File: src/rtl/pipe_hazard_ctrl.sv
// pipe_hazard_ctrl: sequencing and hazard controller for the F/X/W pipeline.
// Tracks the W-stage instruction, produces PC/X enables, bubble insertion,
// operand forwarding selects, data-memory wait stalls and a timeout error.
// Optional performance counters (stall_cnt, flush_cnt) are compiled in when
// the macro PIPE_PERF_CNT_EN is defined.
module pipe_hazard_ctrl #(
  parameter int MEM_TIMEOUT = 16,
  parameter int TO_W        = 5,
  parameter int CNT_W       = 32
) (
  input  logic              clk,
  input  logic              rst_n,
  input  logic [31:0]       inst_x,
  input  logic              inst_x_valid,
  input  logic              br_taken_x,
  input  logic              imem_valid,
  input  logic              dmem_ready,
  output logic              pc_en,
  output logic              x_en,
  output logic              x_bubble,
  output logic [31:0]       inst_w,
  output logic              w_valid,
  output logic              fwd1_sel,
  output logic              fwd2_sel,
  output logic              mem_err
`ifdef PIPE_PERF_CNT_EN
  ,
  output logic [CNT_W-1:0]  stall_cnt,
  output logic [CNT_W-1:0]  flush_cnt
`endif
);

  localparam logic [6:0] OP_LUI    = 7'b0110111;
  localparam logic [6:0] OP_AUIPC  = 7'b0010111;
  localparam logic [6:0] OP_JAL    = 7'b1101111;
  localparam logic [6:0] OP_BRANCH = 7'b1100011;
  localparam logic [6:0] OP_LOAD   = 7'b0000011;
  localparam logic [6:0] OP_STORE  = 7'b0100011;
  localparam logic [6:0] OP_RTYPE  = 7'b0110011;
  localparam logic [31:0] NOP_INST = 32'h0000_0013;

  // The last stalled cycle allowed before giving up on the memory op.
  localparam logic [TO_W-1:0] TIMEOUT_LAST = TO_W'(MEM_TIMEOUT - 1);

  typedef enum logic [1:0] {
    RUN      = 2'd0,
    MEM_WAIT = 2'd1,
    ERR      = 2'd2
  } state_t;

  state_t          state_q, state_d;
  logic [TO_W-1:0] cnt_q, cnt_d;
  logic            mem_err_q, mem_err_d;
  logic [31:0]     inst_w_q, inst_w_d;
  logic            w_valid_q, w_valid_d;

  logic [6:0] opc_x;
  logic [6:0] opc_w;
  logic       has_rs1;
  logic       has_rs2;
  logic       has_rd;
  logic       w_mem;
  logic       stall;
  logic       adv;
  logic       fwd1_raw;
  logic       fwd2_raw;
  logic       unused_bits;

  assign opc_x = inst_x[6:0];
  assign opc_w = inst_w_q[6:0];

  // Operand usage of X and destination write of W, used for forwarding.
  always_comb begin
    has_rs1 = !((opc_x == OP_LUI) || (opc_x == OP_AUIPC) || (opc_x == OP_JAL));
    has_rs2 = (opc_x == OP_BRANCH) || (opc_x == OP_STORE) || (opc_x == OP_RTYPE);
    has_rd  = w_valid_q && (opc_w != OP_BRANCH) && (opc_w != OP_STORE) &&
              (inst_w_q[11:7] != 5'd0);
    w_mem   = w_valid_q && ((opc_w == OP_LOAD) || (opc_w == OP_STORE));
  end

  assign fwd1_raw = inst_x_valid & has_rs1 & has_rd & (inst_x[19:15] == inst_w_q[11:7]);
  assign fwd2_raw = inst_x_valid & has_rs2 & has_rd & (inst_x[24:20] == inst_w_q[11:7]);

  assign stall = w_mem & ~dmem_ready;
  assign adv   = ~stall & (state_q != ERR);

  // Only opcode and source fields of X matter to this block.
  assign unused_bits = ^{inst_x[31:25], inst_x[14:7]};

  // Next-state logic for the memory-wait FSM and the W-stage tracker.
  always_comb begin
    state_d   = state_q;
    cnt_d     = cnt_q;
    mem_err_d = mem_err_q;
    case (state_q)
      RUN: begin
        if (stall) begin
          state_d = MEM_WAIT;
          cnt_d   = TO_W'(1);
        end
      end
      MEM_WAIT: begin
        if (dmem_ready) begin
          state_d = RUN;
          cnt_d   = '0;
        end else if (cnt_q == TIMEOUT_LAST) begin
          state_d   = ERR;
          mem_err_d = 1'b1;
          cnt_d     = cnt_q + 1'b1;
        end else begin
          cnt_d = cnt_q + 1'b1;
        end
      end
      ERR: begin
        mem_err_d = 1'b1;
      end
      default: begin
        state_d = RUN;
        cnt_d   = '0;
      end
    endcase

    inst_w_d  = adv ? inst_x : inst_w_q;
    w_valid_d = adv ? inst_x_valid : w_valid_q;
  end

  // State, timeout counter, error flag and W-stage tracker registers.
  always_ff @(posedge clk or negedge rst_n) begin
    if (!rst_n) begin
      state_q   <= RUN;
      cnt_q     <= '0;
      mem_err_q <= 1'b0;
      inst_w_q  <= NOP_INST;
      w_valid_q <= 1'b0;
    end else begin
      state_q   <= state_d;
      cnt_q     <= cnt_d;
      mem_err_q <= mem_err_d;
      inst_w_q  <= inst_w_d;
      w_valid_q <= w_valid_d;
    end
  end

  // Pipeline control outputs; reset forces the idle values, ERR freezes
  // the front end with a bubble, a stall holds everything.
  always_comb begin
    pc_en    = imem_valid;
    x_en     = 1'b1;
    x_bubble = ~imem_valid | br_taken_x;
    fwd1_sel = fwd1_raw;
    fwd2_sel = fwd2_raw;
    if (!rst_n) begin
      pc_en    = 1'b1;
      x_en     = 1'b1;
      x_bubble = 1'b1;
      fwd1_sel = 1'b0;
      fwd2_sel = 1'b0;
    end else if (state_q == ERR) begin
      pc_en    = 1'b0;
      x_en     = 1'b0;
      x_bubble = 1'b1;
      fwd1_sel = 1'b0;
      fwd2_sel = 1'b0;
    end else if (stall) begin
      pc_en    = 1'b0;
      x_en     = 1'b0;
      x_bubble = 1'b0;
    end
  end

  assign inst_w  = inst_w_q;
  assign w_valid = w_valid_q;
  assign mem_err = mem_err_q;

`ifdef PIPE_PERF_CNT_EN
  logic [CNT_W-1:0] stall_cnt_q, stall_cnt_d;
  logic [CNT_W-1:0] flush_cnt_q, flush_cnt_d;

  // Counter increments; both wrap naturally at 2^CNT_W.
  always_comb begin
    stall_cnt_d = stall_cnt_q;
    flush_cnt_d = flush_cnt_q;
    if (stall && (state_q != ERR)) begin
      stall_cnt_d = stall_cnt_q + 1'b1;
    end
    if (adv && br_taken_x) begin
      flush_cnt_d = flush_cnt_q + 1'b1;
    end
  end

  // Performance counter registers.
  always_ff @(posedge clk or negedge rst_n) begin
    if (!rst_n) begin
      stall_cnt_q <= '0;
      flush_cnt_q <= '0;
    end else begin
      stall_cnt_q <= stall_cnt_d;
      flush_cnt_q <= flush_cnt_d;
    end
  end

  assign stall_cnt = stall_cnt_q;
  assign flush_cnt = flush_cnt_q;
`else
  logic [CNT_W-1:0] unused_cnt_w;
  assign unused_cnt_w = '0;
`endif

endmodule

File: config.mk
export PLATFORM = sky130hd
export DESIGN_NAME = pipe_hazard_ctrl
export DESIGN_NICKNAME = d
export VERILOG_FILES = /design/src/rtl/pipe_hazard_ctrl.sv
export SDC_FILE = /design/constraint.sdc
export NUM_CORES = 1
export LEC_CHECK = 0
export CORE_ASPECT_RATIO = 1.4
export CORE_MARGIN = 2
export CORE_UTILIZATION = 45
export CTS_CLUSTER_SIZE = 24
export DETAILED_ROUTE_END_ITERATION = 10
export GPL_TIMING_DRIVEN = 1
export PLACE_DENSITY = 0.82
export SYNTH_ARGS = -nofsm -noshare
export SYNTH_HDL_FRONTEND = slang
export SYNTH_SLANG_ARGS = --single-unit
File: constraint.sdc
create_clock -name clk -period 3.6 [get_ports clk]
set_clock_uncertainty 0.1 [all_clocks]
set_input_delay 0.54 -clock clk [delete_from_list [all_inputs] [get_ports clk]]
set_output_delay 0.54 -clock clk [all_outputs]
set_load 0.1 [all_outputs]
* Word level (Yosys, flattened, before mapping)
Index checks and enable logic that the tools add are counted.
Cells by class: $add $sub $neg 1, equal/unequal tests 20, multiplexer cells 23, bitwise operators 13, reductions and logical operators 16
Operators by type and width (number):
- == test 7 x 6 -> 1 bit, second input constant | 4
- two-way mux 1 bit | 15
- one-hot mux 5 bit (3 select lines) | 1
- == test 7 bit, second input constant | 2
- == test 5 bit | 2
- two-way mux 5 bit | 2
- bitwise AND 1 bit | 8
- != test 2 bit, second input constant | 4
- == test 7 x 2 -> 1 bit, second input constant | 1
- == test 7 x 5 -> 1 bit, second input constant | 1
- != test 7 x 6 -> 1 bit, second input constant | 1
- != test 7 bit, second input constant | 1
- two-way mux 2 bit | 3
- one-hot mux 2 bit (3 select lines) | 1
- AND reduction 3 bit | 2
- adder 5 x 1 -> 5 bit, second input constant | 1
- == test 5 x 4 -> 1 bit, second input constant | 1
- logical OR 1 bit | 5
- nonzero test 5 bit | 1
- logical AND 1 bit | 4
- NOT 1 bit | 4
- != test 3 bit, second input constant | 1
- == test 2 x 1 -> 1 bit, second input constant | 1
- == test 2 bit, second input constant | 1
- other kinds (6) | 6
Storage, ports and cells: flip-flop bits (word level) 41

* Longest topological paths before layout
Gate-level depths: netlist of run 1.
word-level depth 9, depth in mapped cells 6, gate-level depth less buffers 6

* Worst setup path after synthesis of run 1
OpenSTA, ideal clock, no wires.
path kind register to output, from register inst_w_q[3] (netlist: inst_w[3]), to output fwd2_sel, arrival 4382 ps, required time 2960 ps, slack -1422 ps, stages on the path, launching flop included 5, cell sequence dfrtp_1 > and3b_2 > nand3_1 > o211ai_1 > nor4_1
On the way: cells in the longest elaborated chain, start to end 8, elaborated cells between the ends (all ways) 9
RTL lines:
- from (decl) | line 54 | logic [31:0] inst_w_q, inst_w_d;
- from (signal assigned) | line 139 | inst_w_q <= inst_w_d;
- != test 7 bit | line 76 | has_rd = w_valid_q && (opc_w != OP_BRANCH) && (opc_w != OP_STORE) &&
- logical AND 1 bit | line 76
- logical AND 1 bit (*) (2 in series) | line 76
- bitwise AND 1 bit (*) (2 in series) | line 82 | assign fwd2_raw = inst_x_valid & has_rs2 & has_rd & (inst_x[24:20] == inst_w_q[11:7]);
- two-way mux 1 bit (*) | line 158 | end else if (state_q == ERR) begin
- two-way mux 1 bit (*) | line 152 | if (!rst_n) begin
- to (decl) | line 24 | output logic fwd2_sel,
Mark *: on every way between the ends. The rest lies on a longest branch, timed or not.

* Worst setup path after layout of run 1
from input inst_x[5], to output fwd2_sel
On the way: cells in the longest elaborated chain, start to end 8, elaborated cells between the ends (all ways) 10
RTL lines:
- from (decl) | line 13 | input logic [31:0] inst_x,
- == test 7 bit or == test 7 x 6 -> 1 bit (tied branches) | line 75 | has_rs2 = (opc_x == OP_BRANCH) || (opc_x == OP_STORE) || (opc_x == OP_RTYPE);
- logical OR 1 bit | line 75
- logical OR 1 bit (*) | line 75
- bitwise AND 1 bit (*) (3 in series) | line 82
- two-way mux 1 bit (*) | line 158
- two-way mux 1 bit (*) | line 152
Marked as above.

==> results of run 1 <==
[sequential cells by signal, indices dropped and copies added (netlist names)]
signal and count:
inst_w 32, mem_err 1, cnt_q 5, w_valid 1
state_q 2
[cells in the mapped netlist, drive strengths merged, types with 2 or more instances]
cell	n	area, um2
dfrtp	38	950.9
mux2	34	488.0
nand3	9	45.04
nand2	8	32.54
xor2	7	61.31
o21ai	5	36.29
xnor2	5	43.79
buf	3	55.05
dfstp	3	78.83
nor2	3	11.26
nor3	3	15.01
a21oi	2	10.01
ha	2	25.02
inv	2	7.510
nand2b	2	12.51
nand4b	2	17.52
o22ai	2	12.51
[routing by layer]
metal	vias up	global-route usage, %
li1	676	-
met1	682	25.25
met2	52	27.96
met3	6	3.738
met4	0	4.743
met5	-	0
[final timing paths]
path	from	to	slack, ns	cells past startpoint
worst min register to register	mem_err	mem_err	0.38	1
worst min-delay path	rst_n	inst_w[2]	0.24	2
max in group asynchronous	rst_n	inst_w[4]	2.79	2
worst max register to register	inst_w[2]	inst_w[3]	1.05	5
worst max-delay path	inst_x[5]	fwd2_sel	0.76	6
min in group clk	mem_err	mem_err	0.38	1
[cell type report]
cell class,count,area [um2]
inverters,2,7.507
clock inverters,3,68.82
repair buffers,78,805.8
multi-input cells,96,928.4
fillers,297,1290
flip-flops and latches,41,1030
well taps,60,75.07
clock buffers,5,68.82
[layout by cell type (no fill, tap or decap)]
cell type        Yosys  final
nand4_1              1      1
xnor2_1              5      5
nand4b_1             2      2
nand3_1              9      9
inv_6                0      1
nor3_2               0      1
o22ai_1              2      2
ha_1                 2      2
nand3b_1             1      1
nand2b_1             2      2
o21ai_1              0      1
buf_2                0      1
buf_4                0      4
mux2_2               6      6
nor4b_4              1      1
and3_1               1      1
clkdlybuf4s50_1      0     69
nor4_2               0      1
a21oi_1              2      2
or2_2                1      1
dfrtp_1             38     38
mux2_4              28     28
a211oi_1             1      1
o41ai_1              1      1
buf_12               2      4
and3b_2              1      1
or4_1                1      1
and4_1               1      1
nand2_1              7      7
o21ai_4              1      1
xor2_1               7      7
o211ai_1             1      1
inv_1                2      2
nor3_1               3      2
bufinv_16            0      2
nand2_2              1      1
nor2_1               3      3
clkbuf_8             0      5
o21ai_0              4      3
dfstp_2              3      3
[power by group through the flow]
stage,logic (mW),registers [mW],clock network (mW)
3_3_place_gp,1.14,0.643,0
2_1_floorplan,0.280,1.24,0
6_report,1.14,0.638,0.441
3_5_place_dp,1.14,0.645,0
4_1_cts,1.14,0.638,0.449
5_1_grt,1.17,0.651,0.464
[per-stage QoR]
stage	cell area [um2]	power, mW	TNS (ns)
after floorplan	2024	1.524	-0.2976
after global placement	2846	1.780	0
after detailed placement	2846	1.788	0
after CTS	2984	2.232	0
after global routing	2984	2.289	0
final	2984	2.217	0
[kinds of logic after synthesis]
group	synth area share, %
compound gates	4.102
simple gates	10.75
xor+xnor	5.221
buf+inv	3.294
fa+ha+maj	1.243
mux	24.24
flops	51.15
[worst register-to-register path: stages (launching register included)]
cell and delay, ns:
dfrtp_1 0.47, nor4b_4 0.37, nand2_2 0.14, o21ai_4 0.49, buf_4 0.48, mux2_2 0.39
==> out/metrics.cfg, run 1 <==
[finish]
fin_util_pct=69.82
fin_nets=264
final-instance-count-excl-fill=285
area_delta_synth_final_pct=48.23
antenna_cells=0
drive_above_1_share_pct=27.11

[grt]
grt_max_degree=45
grt_overflow=0
first_global_vias=1358
grt_usage_pct=17.97
grt_pass1_wl_um=6969
grt_antenna_before_repair=0

[critical_path]
cp-start-kind=primary input
cp_slowest_cell=clkdlybuf4s50_1
critPathBufInv=2
worstSetupPathType=primary input to primary output
crit_path_end_kind=primary output
cp_data_arrival_time_ns=2.20
crit_path_cell_trace=clkdlybuf4s50_1 > nand4b_1 > a211oi_1 > nand4_1 > nor4_2 > buf_12
cp_max_fo=3
worst_path_largest_cell_delay_ns=0.53
crit_required_ns=2.96
crit_family=buffers and inverters

[yosys]
synth_edf_count=0
synthCells=143
yosysWarnings=0
synth_area_per_cell_um2=14.08
syn_nets=183
ys_ff_latch=41
synth_cell_types=34
seq_area_frac_synth_pct=51.15
synthArstFlopShare_pct=100.0
syn-cell-area_mm2=0.002013
synth_ff_type=dfrtp_1

[timing]
hold_viol=0
period_needed_ns=2.835
clock.fmax_mhz=352.7
worst_pin_slew_ns=0.9832
timing.final.max_slew_violations=0
worst_slack_ns=0.7647
relSlewSlack_pct=34.25
fin_crit_sh_pct=78.76
setup_viol=0
holdWs_ns=0.2356
rsz0062_at_grt=no

[cts]
clkTransAtPathRegs_ns=0.08
cts_tree=yes
cts_setup_buffers=0
worstSkewPairLatency_ns=0.29
clock_path_buffers=2
root_buffer=clkbuf_8
clock-sinks=41
cts_hold_buffers=0
cts_resized=0
numCtsBuffers=5
cts_htree_levels=2

[route]
ant_nets=0
drt_wl_total_um=4392
wl_met2_um=2062
drc=0
wl_met3_um=243
wl_per_cell_um=15.41
dr.pass1.iters=4
dr.max_layer_used=met4
vias_per_cell=4.968
vias=1416
drt-initial-drc-count=56
wirelength_met1_um=2036

[placed_design]
placed_cells=277
place_hpwl_um=3226
place_ws_ns=0.7734
portBuffers=76
gp_congestion=0.8065

[hold_path]
hold_path_class=primary input to async pin

[floorplan]
start_util_pct=47.10
dieHeight_um=83.14
dieArea_mm2=0.005032
core.rowCount=28
pin_count=77
die_w_um=60.53
core_mm2=0.004274

[job]
cap_violations=0

[pwr]
p_int_mw=1.178
pwr-share-seq_pct=28.8
pwr-share-comb_pct=51.4
p_leak_nw=1.266
clkPwrFrac_pct=19.9
netSwitchingPower_mw=1.040
power_per_cell_area_mw_per_mm2=743.1
switching_share_pct=46.88
max-vdd-ir-drop_mv=0.4609

[outcome]
status=complete, no violations

No activity file was read; power rests on OpenSTA's default activity.
==> inputs of run 2 (changes only) <==
--- a/config.mk
+++ b/config.mk
@@ -7,11 +7,11 @@
 export LEC_CHECK = 0
 export CORE_ASPECT_RATIO = 1.4
 export CORE_MARGIN = 2
-export CORE_UTILIZATION = 45
+export CORE_UTILIZATION = 39
 export CTS_CLUSTER_SIZE = 24
 export DETAILED_ROUTE_END_ITERATION = 10
 export GPL_TIMING_DRIVEN = 1
-export PLACE_DENSITY = 0.82
+export PLACE_DENSITY = 0.75
 export SYNTH_ARGS = -nofsm -noshare
 export SYNTH_HDL_FRONTEND = slang
 export SYNTH_SLANG_ARGS = --single-unit
==> constraint.sdc (replaced) <==
create_clock -name clk -period 2.6 [get_ports clk]
set_clock_uncertainty 0.1 [all_clocks]
set_input_delay 0.39 -clock clk [delete_from_list [all_inputs] [get_ports clk]]
set_output_delay 0.39 -clock clk [all_outputs]
set_load 0.1 [all_outputs]
==> run 2 against run 1 <==
- non-clock buffer count increased by 5
- via count increased by 0.85%
- critical endpoint unchanged
- wire length increased by 1.6%
- sequential power increased by 40%
==> out/metrics.cfg, run 2 (synthesis gave the netlist of run 1 again) <==
[pwr]
pwr-share-comb_pct=52.4
clkPwrFrac_pct=17.6
p_int_mw=1.537
pwr-share-seq_pct=30.0
max-vdd-ir-drop_mv=0.4496
power_per_cell_area_mw_per_mm2=995.3
netSwitchingPower_mw=1.440
switching_share_pct=48.37
p_leak_nw=1.314

[placed_design]
portBuffers=76
gp_congestion=0.7938
place_ws_ns=0.02633
place_hpwl_um=3548
dpl_cell_area_mm2=0.002870

[finish]
largest_register_ffs=32
layout_commonest_cell=buf_4
fin_nets=269
drive_above_1_share_pct=48.26
final_cell_mix=buf_4 (41), clkdlybuf4s50_1 (36), dfrtp_1 (29)
antenna_cells=0
area_delta_synth_final_pct=48.54
fin_area_mm2=0.002990
n_fill_cell=415

[timing]
worst_pin_slew_ns=0.5424
timing.final.max_slew_violations=0
hold_viol=0
rsz0062_at_grt=no
fin_setup_tns_ns=0
period_needed_ns=2.473
clock.fmax_mhz=404.3
fin_crit_sh_pct=95.12
relSlewSlack_pct=63.84
worst_slack_ns=0.1268
setup_viol=0

[grt]
grt_antenna_before_repair=0
grt.busiest_layer=met2
grt_overflow=0
grt_usage_pct=16.70
first_global_vias=1478
grt_max_degree=45
grtUsageMet2_pct=29.90
grt_use_met1_pct=19.84
use_met3_pct=3.904
grt_pass1_wl_um=7348

[critical_path]
reg2reg_setup_slack_ns=0.56
r2r-end=inst_w[21]
worstSetupPathType=flop to primary output
cp_data_arrival_time_ns=1.98
rr_startpoint=inst_w[2]
crit_start=inst_w[7]
reg2regPathDepth=5
crit_required_ns=2.11
cp_max_fo=5
crit_path_end_kind=primary output
cp-start-kind=flop
endpoint=fwd2_sel

[route]
drt-initial-drc-count=47
vias=1428
vias_per_cell=4.857
wl_per_cell_um=15.18
drc=0
dr.pass1.iters=4
drt_wl_total_um=4464
ant_nets=0

[hold_path]
hold_path_class=primary input to async pin

[floorplan]
core_mm2=0.004917
core.rowCount=30
die_w_um=64.72
start_util_pct=40.94
dieHeight_um=89.01
pin_count=77
dieArea_mm2=0.005761

[cts]
cts_htree_levels=2
clock-sinks=41
clkTransAtPathRegs_ns=0.08
numCtsBuffers=5
cts_hold_buffers=0
cts_resized=0
cts_tree=yes
root_buffer=clkbuf_8
worstSkewPairLatency_ns=0.29
clock_path_buffers=2

[job]
cap_violations=0

[outcome]
status=complete, no violations

==> run 2: critical path: stages, from the launching register on <==
cell and delay, ns:
dfrtp_2 0.45, or4_1 0.52, o211ai_1 0.43, nor4_4 0.11, buf_12 0.19
==> run 2: what timing repair did <==
action / CTS / global route
setup endpoints to repair: 0 / 1
hold endpoints to repair: 0 / 0
setup buffers: 0 / 0
==> run 2: final cells by class <==
| type | instances | area [um2] | area share (%) |
|---|---|---|---|
| repair buffers | 83 | 773.2 | 25.86 |
| multi-input cells | 96 | 962.2 | 32.18 |
| flip-flops and latches | 41 | 1047 | 35.02 |
| well taps | 64 | 80.08 | 2.678 |
| clock buffers | 6 | 82.58 | 2.762 |
| clock inverters | 2 | 37.54 | 1.255 |
| inverters | 2 | 7.507 | 0.2510 |
==> run 2: power groups by stage <==
| stage | Sequential, mW | Combinational, mW | Clock [mW] |
|---|---|---|---|
| after global placement | 0.901 | 1.56 | 0 |
| after floorplan | 1.73 | 0.396 | 0 |
| after global routing | 0.911 | 1.61 | 0.572 |
| final | 0.892 | 1.56 | 0.524 |
| after detailed placement | 0.902 | 1.57 | 0 |
| after CTS | 0.895 | 1.57 | 0.546 |
==> run 2: worst min-delay path by stage <==
stage                        from  cells past startpoint  slack (ns)    endpoint
after floorplan             rst_n                      0      -0.006    cnt_q[0]
after global placement    mem_err                      1        0.36     mem_err
after detailed placement  mem_err                      1        0.38     mem_err
after CTS                   rst_n                      2        0.11    cnt_q[2]
after global routing        rst_n                      2        0.14  state_q[1]
final                       rst_n                      2        0.09   inst_w[5]
==> run 2: layer usage <==
| metal | wire length, um | vias to the layer above |
|---|---|---|
| met3 | 229 | 7 |
| met1 | 1778 | 685 |
| met4 | 78 | 0 |
| li1 | - | 687 |
| met2 | 2378 | 49 |
| met5 | 0 | - |
==> run 2: metrics by stage <==
step	utilization [%]	hold WS [ns]	std cells	power, mW
after floorplan	-	-0.005591	143	2.130
after global placement	58.37	0.3581	286	2.463
after detailed placement	58.37	0.3808	286	2.473
after CTS	60.81	0.1116	294	3.013
after global routing	60.81	0.1422	294	3.092
final	60.81	0.08913	294	2.976
